===== config.mk =====
export PLATFORM = sky130hd
export DESIGN_NAME = ps2_host_tx_flat
export DESIGN_NICKNAME = d
export VERILOG_FILES = /design/src/rtl/ps2_pkg.sv /design/src/rtl/ps2_host_tx_if.sv /design/src/rtl/ps2_line_sync.sv /design/src/rtl/ps2_host_tx.sv /design/src/flat_wrapper.sv
export SDC_FILE = /design/constraint.sdc
export NUM_CORES = 1
export LEC_CHECK = 0
export ABC_AREA = 1
export BUFFER_PORTS_ARGS = -buffer_cell sky130_fd_sc_hd__clkbuf_2
export CORE_UTILIZATION = 45
export CTS_CLUSTER_DIAMETER = 100
export DETAILED_ROUTE_END_ITERATION = 12
export PLACE_DENSITY = 0.7
export SLEW_MARGIN = 20
export SYNTH_ARGS = -nofsm -noshare
export SYNTH_HDL_FRONTEND = slang
export SYNTH_SLANG_ARGS = --single-unit

===== constraint.sdc =====
create_clock -name clock_100Mhz -period 2 [get_ports clock_100Mhz]
set_input_delay 0.1 -clock clock_100Mhz [delete_from_list [all_inputs] [get_ports clock_100Mhz]]
set_output_delay 0.1 -clock clock_100Mhz [all_outputs]
set_load 0.02 [all_outputs]

===== src/rtl/ps2_pkg.sv =====
// Shared PS/2 definitions: FSM states, error codes and mouse command bytes.
// Used by the host transmitter and the mouse receiver.
package ps2_pkg;

   typedef enum logic [2:0] {
      ST_IDLE      = 3'd0,
      ST_INHIBIT   = 3'd1,
      ST_REQ       = 3'd2,
      ST_BITS      = 3'd3,
      ST_ACK       = 3'd4,
      ST_WAIT_IDLE = 3'd5,
      ST_ERR       = 3'd6
   } ps2_state_e;

   localparam logic [1:0] ERR_NONE  = 2'd0;
   localparam logic [1:0] ERR_START = 2'd1;
   localparam logic [1:0] ERR_XFER  = 2'd2;
   localparam logic [1:0] ERR_NACK  = 2'd3;

   localparam logic [7:0] CMD_RESET    = 8'hFF;
   localparam logic [7:0] CMD_ENABLE   = 8'hF4;
   localparam logic [7:0] CMD_SET_RATE = 8'hF3;
   localparam logic [7:0] RESP_ACK     = 8'hFA;

   function automatic logic odd_parity(input logic [7:0] d);
      return ~^d;
   endfunction

endpackage


===== src/rtl/ps2_host_tx_if.sv =====
// Command handshake and status bundle between the mouse controller
// and the PS/2 host transmitter.
interface ps2_host_tx_if;
   logic       tx_valid;
   logic [7:0] tx_data;
   logic       tx_ready;
   logic       tx_busy;
   logic       tx_done;
   logic       tx_error;
   logic [1:0] err_code;

   modport master (
      output tx_valid, tx_data,
      input  tx_ready, tx_busy, tx_done, tx_error, err_code
   );

   modport slave (
      input  tx_valid, tx_data,
      output tx_ready, tx_busy, tx_done, tx_error, err_code
   );
endinterface


===== src/rtl/ps2_line_sync.sv =====
// Multi-flop synchronizer for one PS/2 pad with a falling-edge pulse.
// Shared by the host transmitter and the mouse receiver.
module ps2_line_sync #(
   parameter int SYNC_STAGES = 2
) (
   input  logic clk,
   input  logic rst_n,
   input  logic i_line,
   output logic o_level,
   output logic o_fall
);

   logic [SYNC_STAGES-1:0] r_q;
   logic                   r_prev;

   // Idle PS/2 lines float high, so reset to 1 to avoid a false edge.
   always_ff @(posedge clk or negedge rst_n) begin
      if (!rst_n) begin
         r_q    <= '1;
         r_prev <= 1'b1;
      end else begin
         r_q    <= {r_q[SYNC_STAGES-2:0], i_line};
         r_prev <= r_q[SYNC_STAGES-1];
      end
   end

   assign o_level = r_q[SYNC_STAGES-1];
   assign o_fall  = r_prev & ~r_q[SYNC_STAGES-1];

endmodule


===== src/rtl/ps2_host_tx.sv =====
// PS/2 host-to-device transmitter: inhibit, request-to-send, clock out
// eight data bits with odd parity and stop, then check the device ack.
module ps2_host_tx
   import ps2_pkg::*;
#(
   parameter int INHIBIT_CYCLES = 10000,
   parameter int START_TIMEOUT  = 1500000,
   parameter int XFER_TIMEOUT   = 200000,
   parameter int SYNC_STAGES    = 2
) (
   input  logic          clock_100Mhz,
   input  logic          reset,
   ps2_host_tx_if.slave  bus,
   input  logic          Mouse_Clk_In,
   input  logic          Mouse_Data_In,
   output logic          Mouse_Clk_Drive,
   output logic          Mouse_Data_Drive
);

   localparam int CMAX = (INHIBIT_CYCLES > START_TIMEOUT) ?
                         INHIBIT_CYCLES : START_TIMEOUT;
   localparam int CW   = $clog2(CMAX + 1);
   localparam int XW   = $clog2(XFER_TIMEOUT + 1);

   localparam logic [CW-1:0] C_INH_DAT  = CW'(INHIBIT_CYCLES - 2);
   localparam logic [CW-1:0] C_INH_LAST = CW'(INHIBIT_CYCLES - 1);
   localparam logic [CW-1:0] C_STO_LAST = CW'(START_TIMEOUT - 1);
   localparam logic [XW-1:0] C_XTO_LAST = XW'(XFER_TIMEOUT - 1);

   ps2_state_e    r_state;
   logic [CW-1:0] r_cnt;
   logic [XW-1:0] r_xcnt;
   logic [3:0]    r_idx;
   logic [9:0]    r_frame;
   logic          r_clk_drv;
   logic          r_dat_drv;
   logic [1:0]    r_err;

   logic w_clk_lvl;
   logic w_clk_fall;
   logic w_dat_lvl;
   logic w_unused_dat_fall;
   logic w_sto;
   logic w_xto;
   logic w_idle_lines;

   ps2_line_sync #(.SYNC_STAGES(SYNC_STAGES)) u_clk_sync (
      .clk     (clock_100Mhz),
      .rst_n   (reset),
      .i_line  (Mouse_Clk_In),
      .o_level (w_clk_lvl),
      .o_fall  (w_clk_fall)
   );

   ps2_line_sync #(.SYNC_STAGES(SYNC_STAGES)) u_dat_sync (
      .clk     (clock_100Mhz),
      .rst_n   (reset),
      .i_line  (Mouse_Data_In),
      .o_level (w_dat_lvl),
      .o_fall  (w_unused_dat_fall)
   );

   assign w_sto        = (r_cnt == C_STO_LAST);
   assign w_xto        = (r_xcnt == C_XTO_LAST);
   assign w_idle_lines = w_clk_lvl & w_dat_lvl;

   // Frame is {stop, parity, data}; the start bit is the REQ data low.
   always_ff @(posedge clock_100Mhz or negedge reset) begin
      if (!reset) begin
         r_state   <= ST_IDLE;
         r_cnt     <= '0;
         r_xcnt    <= '0;
         r_idx     <= '0;
         r_frame   <= '0;
         r_clk_drv <= 1'b0;
         r_dat_drv <= 1'b0;
         r_err     <= ERR_NONE;
      end else begin
         if (r_cnt != '1)
            r_cnt <= r_cnt + CW'(1);
         if (r_xcnt != '1)
            r_xcnt <= r_xcnt + XW'(1);
         unique case (r_state)
            ST_IDLE: begin
               if (bus.tx_valid) begin
                  r_frame   <= {1'b1, odd_parity(bus.tx_data),
                                bus.tx_data};
                  r_err     <= ERR_NONE;
                  r_cnt     <= '0;
                  r_clk_drv <= 1'b1;
                  r_state   <= ST_INHIBIT;
               end
            end
            ST_INHIBIT: begin
               if (r_cnt == C_INH_DAT)
                  r_dat_drv <= 1'b1;
               if (r_cnt == C_INH_LAST) begin
                  r_clk_drv <= 1'b0;
                  r_dat_drv <= 1'b1;
                  r_cnt     <= '0;
                  r_state   <= ST_REQ;
               end
            end
            ST_REQ: begin
               if (w_clk_fall) begin
                  r_dat_drv <= ~r_frame[0];
                  r_idx     <= 4'd1;
                  r_xcnt    <= '0;
                  r_state   <= ST_BITS;
               end else if (w_sto) begin
                  r_dat_drv <= 1'b0;
                  r_err     <= ERR_START;
                  r_state   <= ST_ERR;
               end
            end
            ST_BITS: begin
               if (w_clk_fall) begin
                  r_dat_drv <= ~r_frame[r_idx];
                  if (r_idx == 4'd9)
                     r_state <= ST_ACK;
                  else
                     r_idx <= r_idx + 4'd1;
               end else if (w_xto) begin
                  r_dat_drv <= 1'b0;
                  r_err     <= ERR_XFER;
                  r_state   <= ST_ERR;
               end
            end
            ST_ACK: begin
               if (w_clk_fall) begin
                  if (w_dat_lvl) begin
                     r_err   <= ERR_NACK;
                     r_state <= ST_ERR;
                  end else begin
                     r_state <= ST_WAIT_IDLE;
                  end
               end else if (w_xto) begin
                  r_err   <= ERR_XFER;
                  r_state <= ST_ERR;
               end
            end
            ST_WAIT_IDLE: begin
               if (w_idle_lines) begin
                  r_state <= ST_IDLE;
               end else if (w_xto) begin
                  r_err   <= ERR_XFER;
                  r_state <= ST_ERR;
               end
            end
            ST_ERR: begin
               r_clk_drv <= 1'b0;
               r_dat_drv <= 1'b0;
               r_state   <= ST_IDLE;
            end
            default: begin
               r_clk_drv <= 1'b0;
               r_dat_drv <= 1'b0;
               r_state   <= ST_IDLE;
            end
         endcase
      end
   end

   assign bus.tx_ready = (r_state == ST_IDLE);
   assign bus.tx_busy  = (r_state != ST_IDLE);
   assign bus.tx_done  = (r_state == ST_WAIT_IDLE) & w_idle_lines;
   assign bus.tx_error = (r_state == ST_ERR);
   assign bus.err_code = r_err;

   assign Mouse_Clk_Drive  = r_clk_drv;
   assign Mouse_Data_Drive = r_dat_drv;

endmodule


===== src/flat_wrapper.sv =====
// flat-port wrapper written by rule: the top's interface ports become plain ports
module ps2_host_tx_flat import ps2_pkg::*;
#(
   parameter int INHIBIT_CYCLES = 10000,
   parameter int START_TIMEOUT  = 1500000,
   parameter int XFER_TIMEOUT   = 200000,
   parameter int SYNC_STAGES    = 2
)
  (clock_100Mhz, reset, Mouse_Clk_In, Mouse_Data_In, Mouse_Clk_Drive, Mouse_Data_Drive, bus_tx_valid, bus_tx_data, bus_tx_ready, bus_tx_busy, bus_tx_done, bus_tx_error, bus_err_code);
  ps2_host_tx_if bus_i ();
  input  logic clock_100Mhz;
  input  logic reset;
  input  logic Mouse_Clk_In;
  input  logic Mouse_Data_In;
  output logic Mouse_Clk_Drive;
  output logic Mouse_Data_Drive;
  input wire logic [$bits(bus_i.tx_valid)-1:0] bus_tx_valid;
  input wire logic [$bits(bus_i.tx_data)-1:0] bus_tx_data;
  output wire logic [$bits(bus_i.tx_ready)-1:0] bus_tx_ready;
  output wire logic [$bits(bus_i.tx_busy)-1:0] bus_tx_busy;
  output wire logic [$bits(bus_i.tx_done)-1:0] bus_tx_done;
  output wire logic [$bits(bus_i.tx_error)-1:0] bus_tx_error;
  output wire logic [$bits(bus_i.err_code)-1:0] bus_err_code;
  assign bus_i.tx_valid = bus_tx_valid;
  assign bus_i.tx_data = bus_tx_data;
  assign bus_tx_ready = bus_i.tx_ready;
  assign bus_tx_busy = bus_i.tx_busy;
  assign bus_tx_done = bus_i.tx_done;
  assign bus_tx_error = bus_i.tx_error;
  assign bus_err_code = bus_i.err_code;
  ps2_host_tx #(.INHIBIT_CYCLES(INHIBIT_CYCLES), .START_TIMEOUT(START_TIMEOUT), .XFER_TIMEOUT(XFER_TIMEOUT), .SYNC_STAGES(SYNC_STAGES)) u_core (.clock_100Mhz(clock_100Mhz), .reset(reset), .bus(bus_i), .Mouse_Clk_In(Mouse_Clk_In), .Mouse_Data_In(Mouse_Data_In), .Mouse_Clk_Drive(Mouse_Clk_Drive), .Mouse_Data_Drive(Mouse_Data_Drive));
endmodule

## Yosys cells after proc, flatten, opt, wreduce, memory -nomap -nowiden

Index checks and enable logic that the tools add are counted.

- Register bits after elaboration: 65

- $add $sub $neg: 3
- Multiplexer cells: 43
- Eq/ne operators: 27
- Reduce and logical (&&, ||, !) cells: 13
- Bitwise gates (word level): 8
- $lt $le $gt $ge: 1

Operators with widths:

| cell | count |
|---|---|
| two-way mux 21 bit | 3 |
| two-way mux 18 bit | 3 |
| equality test 21 x 14 -> 1 bit, second input constant | 2 |
| one-hot mux 21 bit (2 select lines) | 1 |
| two-way mux 3 bit | 9 |
| adder 21 x 1 -> 21 bit, second input constant | 1 |
| equality test 21 bit, second input constant | 1 |
| != test 21 bit, second input constant | 1 |
| adder 18 x 1 -> 18 bit, second input constant | 1 |
| equality test 18 bit, second input constant | 1 |
| two-way mux 2 bit | 9 |
| != test 18 bit, second input constant | 1 |
| one-hot mux 3 bit (6 select lines) | 1 |
| != test 2 bit, second input constant | 7 |
| two-way mux 4 bit | 3 |
| AND reduction 4 bit | 3 |
| one-hot mux 2 bit (5 select lines) | 1 |
| equality test 3 bit, second input constant | 3 |
| two-way mux 1 bit | 9 |
| != test 3 x 2 -> 1 bit, second input constant | 3 |
| one-hot mux 4 bit (2 select lines) | 1 |
| XNOR reduction 8 bit | 1 |
| AND reduction 7 bit | 1 |
| equality test 3 x 2 -> 1 bit, second input constant | 2 |
| 20 further kinds | 27 |

## Longest topological paths before layout

Gate-level depths: netlist of run 1.

- Word-level depth: 5
- Mapped depth: 12
- Mapped depth without buffers: 12

## By module

From an unflattened synthesis of run 1, not the netlist that was laid out.

- Cells, all modules: 549
- Area, all modules: 4028.9 sq um

Modules (own cells, without submodules):

| module | times used | cells each | area each (sq um) | seq. area each (sq um) |
|---|---|---|---|---|
| ps2_host_tx | 1 | 539 | 3851.2 | 1501.4 |
| ps2_line_sync | 2 | 5 | 88.8 | 78.8 |

## Least setup slack after synthesis of run 1

Ideal clock, no wire load.

- Kind: register -> register
- Start point: register u_core.r_cnt[0]
- End point: register u_core.r_cnt[9]
- Cell stages (with the launch flop): 10
- Setup slack: 0.424 ns
- Library setup time: 0.112 ns
- Arrival time: 1.464 ns
- Cells stage by stage: dfrtp_1 ha_1 nand2_4 nor2_1 nand3_2 nand2_2 nand4_4 buf_6 nand3_2 inv_2

- Word-level cells in the longest chain between the ends: 4
- Elaborated cells between the ends (all ways): 7
- Those cells by class: 1 x add/sub; 2 x eq/ne; 4 x mux

RTL lines:

| item | RTL line | source |
|---|---|---|
| start, declared | ps2_host_tx.sv:31 | `logic [CW-1:0] r_cnt;` |
| start signal, assigned | ps2_host_tx.sv:80 | `r_cnt <= r_cnt + CW'(1);` |
| adder 21 x 1 -> 21 bit / != test 21 bit (equally long branches) | ps2_host_tx.sv:80, ps2_host_tx.sv:79 |  |
| two-way mux 21 bit | ps2_host_tx.sv:79 | `if (r_cnt != '1)` |
| two-way mux 21 bit (on tied branches) | ps2_host_tx.sv:97, ps2_host_tx.sv:85 |  |
| one-hot mux 21 bit (2 select lines) * | ps2_host_tx.sv:83 | `unique case (r_state)` |

Mark *: on every way between the ends. The rest lies on a longest branch, timed or not.
A chain may end at the register's enable or synchronous reset.

## Worst setup path in the final report of run 1

- Start point: register u_core.r_cnt[0]
- End point: register u_core.r_cnt[1]

Same word-level chain as after synthesis.

==> results of run 1 <==
placed cells by master, fill, tap and decap left out, drive strengths merged:
cell,count
nand4,11
buf,6
nand2,137
ha,5
o211ai,2
a31oi,3
xor2,12
nand3b,5
dfrtp,60
xnor2,7
bufinv,1
nor2,84
o21a,1
o22ai,1
nor3,13
a211oi,1
clkinv,4
or2,1
clkbuf,29
dlygate4sd3,3
o21ai,25
a21boi,1
nand3,64
clkinvlp,2
and2,1
o31ai,1
dfstp,5
inv,95
a21oi,25
sequential cells by signal, indices dropped and copies added (netlist names):
signal / count
u_core.bus.err_code: 2
u_core.u_clk_sync.r_prev: 1
u_core.u_dat_sync.r_q: 2
u_core.Mouse_Data_Drive: 1
u_core.Mouse_Clk_Drive: 1
u_core.r_idx: 4
u_core.r_xcnt: 18
u_core.r_cnt: 21
u_core.r_state: 3
u_core.u_clk_sync.r_q: 2
u_core.r_frame: 10
logic make-up (layout without fill, tap and decap cells):
family | after synthesis | after routing | share of synthesized area, %
fa+ha+maj | 5 | 5 | 1.53
compound gates | 60 | 60 | 7.85
buf+inv | 101 | 140 | 9.53
xor+xnor | 19 | 19 | 4.08
flops | 65 | 65 | 40.0
simple gates | 316 | 316 | 37.0
per-stage QoR:
| stage | total power [uW] | setup WS, ns | hold slack, ns | std cells | cell area, sq um |
|---|---|---|---|---|---|
| global route | 5360 | 0.0424 | 0.0132 | 713 | 4590 |
| CTS | 4920 | 0.133 | 0.0130 | 712 | 4570 |
| finish | 4980 | 0.175 | 0.0308 | 713 | 4590 |
| global placement | 3700 | 0.210 | 0.147 | 693 | 4330 |
| detailed placement | 3740 | 0.151 | 0.150 | 693 | 4330 |
| floorplan | 3280 | 0.424 | -0.196 | 566 | 4080 |
path summary, 6_finish.rpt:
check | start | endpoint | slack, ns | depth (start not counted)
hold / removal | bus_tx_data[2] | u_core.r_frame[2] | 0.03 | 3
setup / recovery | u_core.r_cnt[0] | u_core.r_cnt[1] | 0.18 | 8
min in group asynchronous | reset | u_core.r_cnt[11] | 0.30 | 3
hold reg to reg | u_core.u_clk_sync.r_q[0] | u_core.u_clk_sync.r_q[1] | 0.36 | 0
max in group asynchronous | reset | u_core.u_dat_sync.r_q[0] | 1.40 | 3
setup reg to reg | u_core.r_cnt[0] | u_core.r_cnt[1] | 0.18 | 8
timing repair:
action                                 4_1_cts  5_1_grt
setup endpoints to repair                    0        5
buffers inserted                             0        1
hold buffers                                 3        0
endpoints found under the hold margin       62        0
report_power, final:
group	switching, uW	total, uW	internal, uW
registers	246	1850	1610
clock network	547	1160	611
logic	1290	1960	675
total	2080	4980	2890
layer usage:
layer  share of wire, %  global-route usage (%)  vias up
li1                   -                       -     1868
met1                 46                    28.0     1736
met2                 47                    35.9       97
met3                4.8                    4.96       22
met4                1.9                    7.01        0
met5                  0                       0        -
final cells by class:
| class | count | area (sq um) | area share (%) |
|---|---|---|---|
| multi-input combinational | 400 | 2060 | 44.9 |
| sequential | 65 | 1630 | 35.6 |
| clock inverter | 6 | 67.6 | 1.47 |
| tap | 108 | 135 | 2.95 |
| clock buffer | 10 | 138 | 3.00 |
| inverter | 96 | 360 | 7.86 |
| timing repair buffer | 28 | 193 | 4.20 |
worst reg2reg max path: stages, from the launching register on:
cell	delay [ns]
dfrtp_1	0.45
ha_1	0.30
nand2_4	0.11
inv_1	0.13
nand2_2	0.10
nor2_4	0.18
nand3_4	0.18
o211ai_1	0.21
inv_1	0.06
==> flow_summary.json, run 1 <==
{
  "status": "finished, final reports clean",
  "dr.pass1.iters": 5,
  "clkTransAtPathRegs_ns": 0.08,
  "wl_per_cell_um": 13.3,
  "grt_overflow_total": 0,
  "io_buffers": 20,
  "clock_skew_ns": 0.00930,
  "cp-start-kind": "register",
  "ys_top_cells_by_area": "dfrtp_1, nand2_1, inv_1",
  "areaGrowthSynthToFinish_pct": 12.4,
  "peakVddDrop_mv": 0.783,
  "n_antenna_cell": 0,
  "ys_types": 38,
  "core_area_sq_um": 8760,
  "synth_most_common_cell": "nand2_1",
  "fp.dieArea_sq_um": 9460,
  "crit_slowest_cell": "dfrtp_1",
  "cp_max_fo": 10,
  "path_class": "reg -> reg",
  "holdCritPathClass": "in -> reg",
  "antenna_found_initial": 0,
  "avgSynthCellArea_sq_um": 7.21,
  "finalWirelength_um": 9470,
  "cts_buffers": 9,
  "cp-end-kind": "register",
  "slowest_delay_ns": 0.45,
  "grt_max_degree": 66,
  "hold_viol_final": 0,
  "gp_congestion": 0.940,
  "dp_hpwl_um": 7000,
  "cap_violations": 0,
  "rsz0062_at_grt": "false",
  "yosysTopAreaCell": "dfrtp_1",
  "cts_resized": 0,
  "synth_top_area_share_pct": 36.8,
  "die_w_um": 97.3,
  "tritoncts": "yes",
  "syn_inst": 566,
  "root_buffer": "clkbuf_8",
  "tns_ns": 0,
  "insertion_delay_ns": 0.35,
  "std_cell_rows": 34,
  "worstPathArrival_ns": 2.06,
  "via_per_inst": 5.22,
  "drc": 0,
  "start_util_pct": 46.6,
  "tightestPinTransition_ns": 0.611,
  "period_needed_ns": 1.82,
  "slew_headroom_pct": 59.2,
  "setup-violations-final": 0,
  "boundaryPins": 21,
  "vias": 3723,
  "cp.required_ns": 2.23,
  "grt_pass1_wl_um": 16500,
  "period_share_pct": 91.2,
  "grt_pass1_vias": 3582,
  "power.leakage_uw": 0.00234,
  "timing.fmax_mhz": 548,
  "track_usage_pct": 21.6,
  "fin_util_pct": 52.3,
  "htree_levels": 3,
  "fin_nets": 618,
  "synth_commonest_cells": "nand2_1, inv_1, nor2_1",
  "die_h_um": 97.3,
  "fill_cells": 856,
  "path_cells": "ha_1 > nand2_4 > inv_1 > nand2_2 > nor2_4 > nand3_4 > o211ai_1 > inv_1",
  "postSynth.asyncResetShare_pct": 100,
  "synthFlopType": "dfrtp_1",
  "ys_seq_elements": 65,
  "crit_buf_inv": 2,
  "syn-num-nets": 584,
  "crit_path_frequent_cell": "inv_1",
  "clk_path_buf_depth": 2,
  "postRouteAntennaNets": 0,
  "drt_iter0_markers": 185,
  "clock-sinks": 65,
  "power_density_nw_per_um2": 1080,
  "layout-drive-gt1-share_pct": 16.4,
  "synth-seq-area-share_pct": 40.0,
  "yosysWarnings": 0,
  "synth_edf_count": 0,
  "syn_area_sq_um": 4080,
  "drv_slew": 0,
  "path_delay_family": "simple AND/OR/NAND/NOR gates"
}
No activity file was read; power rests on OpenSTA's default activity.
==> run 2: changes to the inputs <==
CORE_UTILIZATION = 62   (was 45)
PLACE_DENSITY = 0.89   (was 0.7)
==> run 2 against run 1 <==
Hold slack lost 0.021 ns. Critical path depth stayed put. Global-route usage is 7.1 points higher. Routed wire length shrank 1.3%. Non-clock buffer count stayed put.
==> flow_summary.json, run 2 (synthesized netlist as in run 1, its figures left out) <==
{
  "status": "finished, final reports clean",
  "start_util_pct": 64.3,
  "tritoncts": "yes",
  "clock-sinks": 65,
  "wl_per_cell_um": 13.7,
  "final_cell_mix": "nand2_1, inv_1, nor2_1",
  "drc": 0,
  "fp.dieArea_sq_um": 6910,
  "pre_cts_ws_ns": 0.171,
  "root_buffer": "clkbuf_8",
  "reg2regPathDepth": 8,
  "p_int_uw": 2780,
  "postRouteAntennaNets": 0,
  "die_w_um": 83.1,
  "peakVddDrop_mv": 1.43,
  "timing.rr.start": "u_core.r_cnt[0]",
  "setup-violations-final": 0,
  "grt_pass1_vias": 3675,
  "cp_max_fo": 10,
  "gp_congestion": 0.945,
  "power.share.clock_pct": 20.1,
  "regMostFlops": "u_core.r_cnt",
  "power.leakage_uw": 0.00232,
  "cts_buffers": 9,
  "r2r_slack_ns": 0.18,
  "swShare_pct": 43.0,
  "cap_violations": 0,
  "die_h_um": 83.1,
  "path_class": "reg -> reg",
  "clock_skew_ns": 0.0137,
  "areaGrowthSynthToFinish_pct": 10.5,
  "period_needed_ns": 1.82,
  "cts_resized": 0,
  "cp-startpoint": "u_core.r_cnt[0]",
  "slowest_delay_ns": 0.44,
  "cp-start-kind": "register",
  "largest_reg_flops": 21,
  "std_cell_rows": 29,
  "dp_hpwl_um": 6840,
  "finalPower_uw": 4870,
  "clk_path_buf_depth": 2,
  "cp.required_ns": 2.23,
  "biggestRegsByFlops": "u_core.r_cnt x21, u_core.r_xcnt x18, u_core.r_frame x10",
  "worstPathArrival_ns": 2.05,
  "drt_iter0_markers": 212,
  "crit_path_frequent_cell": "inv_1",
  "layout-drive-gt1-share_pct": 15.9,
  "fin_util_pct": 71.0,
  "grt_overflow_total": 0,
  "path_cells": "ha_1 > nand2_4 > inv_1 > nand2_2 > nor2_4 > nand3_4 > o211ai_1 > inv_1",
  "p_seq_share_pct": 38.3,
  "slew_headroom_pct": 55.4,
  "tightestPinTransition_ns": 0.669,
  "final_common_cell": "nand2_1",
  "p_switching_uw": 2090,
  "vias": 3862,
  "n_antenna_cell": 0,
  "grt_max_degree": 39,
  "r2r-end": "u_core.r_cnt[1]",
  "fin_nets": 618,
  "grt_pass1_wl_um": 16000,
  "io_buffers": 20,
  "drv_slew": 0,
  "finalWirelength_um": 9350,
  "antenna_found_initial": 0,
  "fin_ws_ns": 0.179,
  "timing.fmax_mhz": 549,
  "rsz0062_at_grt": "false",
  "hold_slack_ns": 0.00965,
  "cp-end-kind": "register",
  "power_density_nw_per_um2": 1080,
  "track_usage_pct": 28.7,
  "hold_viol_final": 0,
  "tns_ns": 0,
  "via_per_inst": 5.66,
  "critPathCapture": "u_core.r_cnt[1]",
  "crit_slowest_cell": "dfrtp_1",
  "comb_power_share_pct": 41.6,
  "boundaryPins": 21,
  "insertion_delay_ns": 0.35,
  "holdCritPathClass": "in -> reg",
  "period_share_pct": 91.1,
  "clkTransAtPathRegs_ns": 0.08,
  "dr.pass1.iters": 5,
  "core_area_sq_um": 6350,
  "htree_levels": 3
}
[run 2: cell types whose count changed in the layout (fill, tap and decap cells not counted)]
cell,delta
clkbuf_1,+3
clkinv_4,-2
bufinv_16,-1
clkinv_2,+1
clkinvlp_4,-1
[run 2: per-layer routing]
| layer | vias up | wire (um) | GRT usage, % | share of wire [%] |
|---|---|---|---|---|
| met2 | 150 | 4420 | 45.8 | 47 |
| li1 | 1872 | - | - | - |
| met1 | 1805 | 4060 | 37.7 | 43 |
| met5 | - | 0 | 0 | 0 |
| met3 | 35 | 578 | 4.47 | 6.2 |
| met4 | 0 | 293 | 15.7 | 3.1 |
[run 2: metrics by stage]
stage	area (sq um)	std cells
6_report	4510	682
5_1_grt	4510	682
4_1_cts	4490	681
3_5_place_dp	4290	662
3_3_place_gp	4290	662
2_1_floorplan	4080	566
[run 2: power groups by stage]
stage / registers (uW) / logic, uW / clock network (uW)
after floorplan: 1850 / 1440 / 0
after global placement: 1860 / 1810 / 0
after detailed placement: 1880 / 1880 / 0
after CTS: 1860 / 1910 / 991
after global routing: 1890 / 2270 / 1050
final: 1870 / 2020 / 978
[run 2: final cells by class]
cell class	instances	area (sq um)
fill	488	1840
sequential	65	1630
tap	77	96.3
clock inverter	3	17.5
clock buffer	13	149
timing repair buffer	28	193
inverter	96	360
multi-input combinational	400	2060
[run 2: critical path, delay by kind of cell, from the launching register on]
kind                       cells  cell delay, ns
DFF                            1            0.44
AOI/OAI and AO/OA              1            0.22
buffers and inverters          2            0.17
and+or+nand+nor                4            0.56
adders and majority gates      1            0.31
[run 2: how the worst min path moves through the flow]
stage / from / endpoint / slack, ns / cells after the start
CTS: bus_tx_data[7] / u_core.r_frame[7] / 0.02 / 3
global placement: reset / u_core.r_cnt[13] / 0.16 / 1
global route: bus_tx_data[7] / u_core.r_frame[7] / 0.05 / 3
finish: bus_tx_valid / u_core.Mouse_Clk_Drive / 0.01 / 3
detailed placement: reset / u_core.r_cnt[13] / 0.16 / 1
floorplan: reset / u_core.Mouse_Clk_Drive / -0.20 / 0
[run 2: timing repair]
| action | in CTS | in global routing |
|---|---|---|
| hold buffers | 3 | 0 |
| setup buffers | 0 | 1 |
| endpoints found under the hold margin | 24 | 0 |
| setup endpoints to repair | 0 | 2 |
==> run 3: changes to the inputs <==
CELL_PAD_IN_SITES_DETAIL_PLACEMENT = 0   (was default)
CELL_PAD_IN_SITES_GLOBAL_PLACEMENT = 2   (was default)
CORE_UTILIZATION = 36   (was 62)
MAX_ROUTING_LAYER = met4   (was default)
PLACE_DENSITY = 0.88   (was 0.89)
SLEW_MARGIN = 40   (was 20)
==> run 3 against run 2 <==
Utilization shrank 28 points. Critical path depth is the same. Via count shrank 6.1%. Global-route usage shrank 9.9 points. Die area grew 70%. Clock power grew 54%.
==> flow_summary.json, run 3 (synthesized netlist as in run 1, its figures left out) <==
{
  "die_w_um": 108,
  "clk_path_buf_depth": 2,
  "dr.pass1.iters": 5,
  "insertion_delay_ns": 0.34,
  "holdCritPathClass": "in -> reg",
  "cp_max_fo": 19,
  "finalWirelength_um": 9780,
  "n_antenna_cell": 0,
  "power.leakage_uw": 0.00241,
  "grt_pass1_vias": 3396,
  "tritoncts": "yes",
  "period_needed_ns": 1.82,
  "status": "finished, final reports clean",
  "cp.required_ns": 2.22,
  "setup-violations-final": 0,
  "drv_slew": 0,
  "regMostFlops": "u_core.r_cnt",
  "largest_reg_flops": 21,
  "finalPower_uw": 5310,
  "dp_hpwl_um": 7430,
  "layout-drive-gt1-share_pct": 17.2,
  "die_h_um": 108,
  "root_buffer": "clkbuf_16",
  "htree_levels": 3,
  "fp.dieArea_sq_um": 11800,
  "track_usage_pct": 18.8,
  "core_area_sq_um": 10900,
  "slew_headroom_pct": 71.1,
  "tightestPinTransition_ns": 0.433,
  "final_common_cell": "nand2_1",
  "fin_nets": 624,
  "clkTransAtPathRegs_ns": 0.06,
  "worstPathArrival_ns": 2.03,
  "biggestRegsByFlops": "u_core.r_cnt x21, u_core.r_xcnt x18, u_core.r_frame x10",
  "grt_pass1_wl_um": 16400,
  "final_cell_mix": "nand2_1, inv_1, nor2_1",
  "drt_iter0_markers": 158,
  "clock_skew_ns": 0.00932,
  "cap_violations": 0,
  "cts_buffers": 9,
  "path_cells": "ha_1 > nand2_4 > nor2_1 > nand3_2 > nand2_2 > nand4_4 > nand3_1 > inv_1",
  "crit_slowest_cell": "dfrtp_1",
  "vias": 3625,
  "slowest_delay_ns": 0.39,
  "areaGrowthSynthToFinish_pct": 16.1,
  "tns_ns": 0,
  "cp-start-kind": "register",
  "postRouteAntennaNets": 0,
  "io_buffers": 20,
  "drc": 0,
  "boundaryPins": 21,
  "timing.fmax_mhz": 551,
  "cts_resized": 0,
  "clock-sinks": 65,
  "path_class": "reg -> reg",
  "gp_congestion": 0.898,
  "hold_viol_final": 0,
  "grt_max_degree": 29,
  "via_per_inst": 4.83,
  "peakVddDrop_mv": 0.620,
  "std_cell_rows": 38,
  "grt_overflow_total": 0,
  "cp-end-kind": "register",
  "period_share_pct": 90.8,
  "power_density_nw_per_um2": 1120,
  "antenna_found_initial": 0,
  "rsz0062_at_grt": "false",
  "start_util_pct": 37.3,
  "wl_per_cell_um": 13.0
}
==> run 3: changes by cell type in the layout (fill, tap and decap cells not counted) <==
cell | before | now
buf_12 | 2 | 1
inv_6 | 0 | 4
clkbuf_16 | 0 | 9
clkinv_2 | 2 | 1
buf_4 | 3 | 10
clkbuf_8 | 10 | 1
clkbuf_1 | 3 | 0
==> run 3: layout make-up <==
type | count | area, sq um
clock buffer | 10 | 239
clock inverter | 6 | 47.5
fill | 1126 | 6190
inverter | 96 | 360
multi-input combinational | 400 | 2060
sequential | 65 | 1630
tap | 140 | 175
timing repair buffer | 34 | 225
==> run 3: worst max-delay path: cells and delay by family (launching register included) <==
kind                       cells  cell delay (ns)
buffers and inverters          1             0.05
adders and majority gates      1             0.27
DFF                            1             0.39
and+or+nand+nor                6             0.99
==> run 3: worst paths after layout <==
kind,endpoint,slack [ns],cells past startpoint,startpoint
hold / removal,u_core.r_frame[1],0.04,3,bus_tx_data[1]
min in group asynchronous,u_core.r_cnt[15],0.24,2,reset
setup / recovery,u_core.r_cnt[2],0.18,8,u_core.r_cnt[1]
max in group asynchronous,u_core.u_clk_sync.r_q[0],1.16,3,reset
setup reg to reg,u_core.r_cnt[2],0.18,8,u_core.r_cnt[1]
hold reg to reg,u_core.u_clk_sync.r_q[1],0.37,0,u_core.u_clk_sync.r_q[0]
==> run 3: metal layers <==
metal / up-vias / routed length (um) / track usage (%)
met2: 75 / 4380 / 28.2
met5: - / 0 / -
met1: 1656 / 4830 / 24.9
li1: 1875 / - / -
met4: 0 / 193 / 5.98
met3: 19 / 383 / 4.46
==> run 3: report_power, final <==
part	internal, uW	switching [uW]	total (uW)
Clock	887	621	1510
Combinational	646	1310	1960
Sequential	1610	232	1840
==> run 3: repair_timing <==
| action | in CTS | in global routing |
|---|---|---|
| setup buffers | 0 | 0 |
| endpoints found under the hold margin | 16 | 0 |
| hold buffers | 3 | 0 |
==> run 3: metrics by stage <==
step / setup slack (ns) / instance area, sq um / hold slack (ns) / instances / util [%]
6_report: 0.184 / 4740 / 0.0412 / 751 / 43.4
5_1_grt: 0.0135 / 4740 / 0.0437 / 751 / 43.4
4_1_cts: 0.152 / 4740 / 0.0301 / 751 / 43.4
3_5_place_dp: 0.159 / 4420 / 0.0685 / 732 / 40.5
3_3_place_gp: 0.226 / 4420 / 0.0704 / 732 / 40.5
2_1_floorplan: 0.424 / 4080 / -0.196 / 566 / -
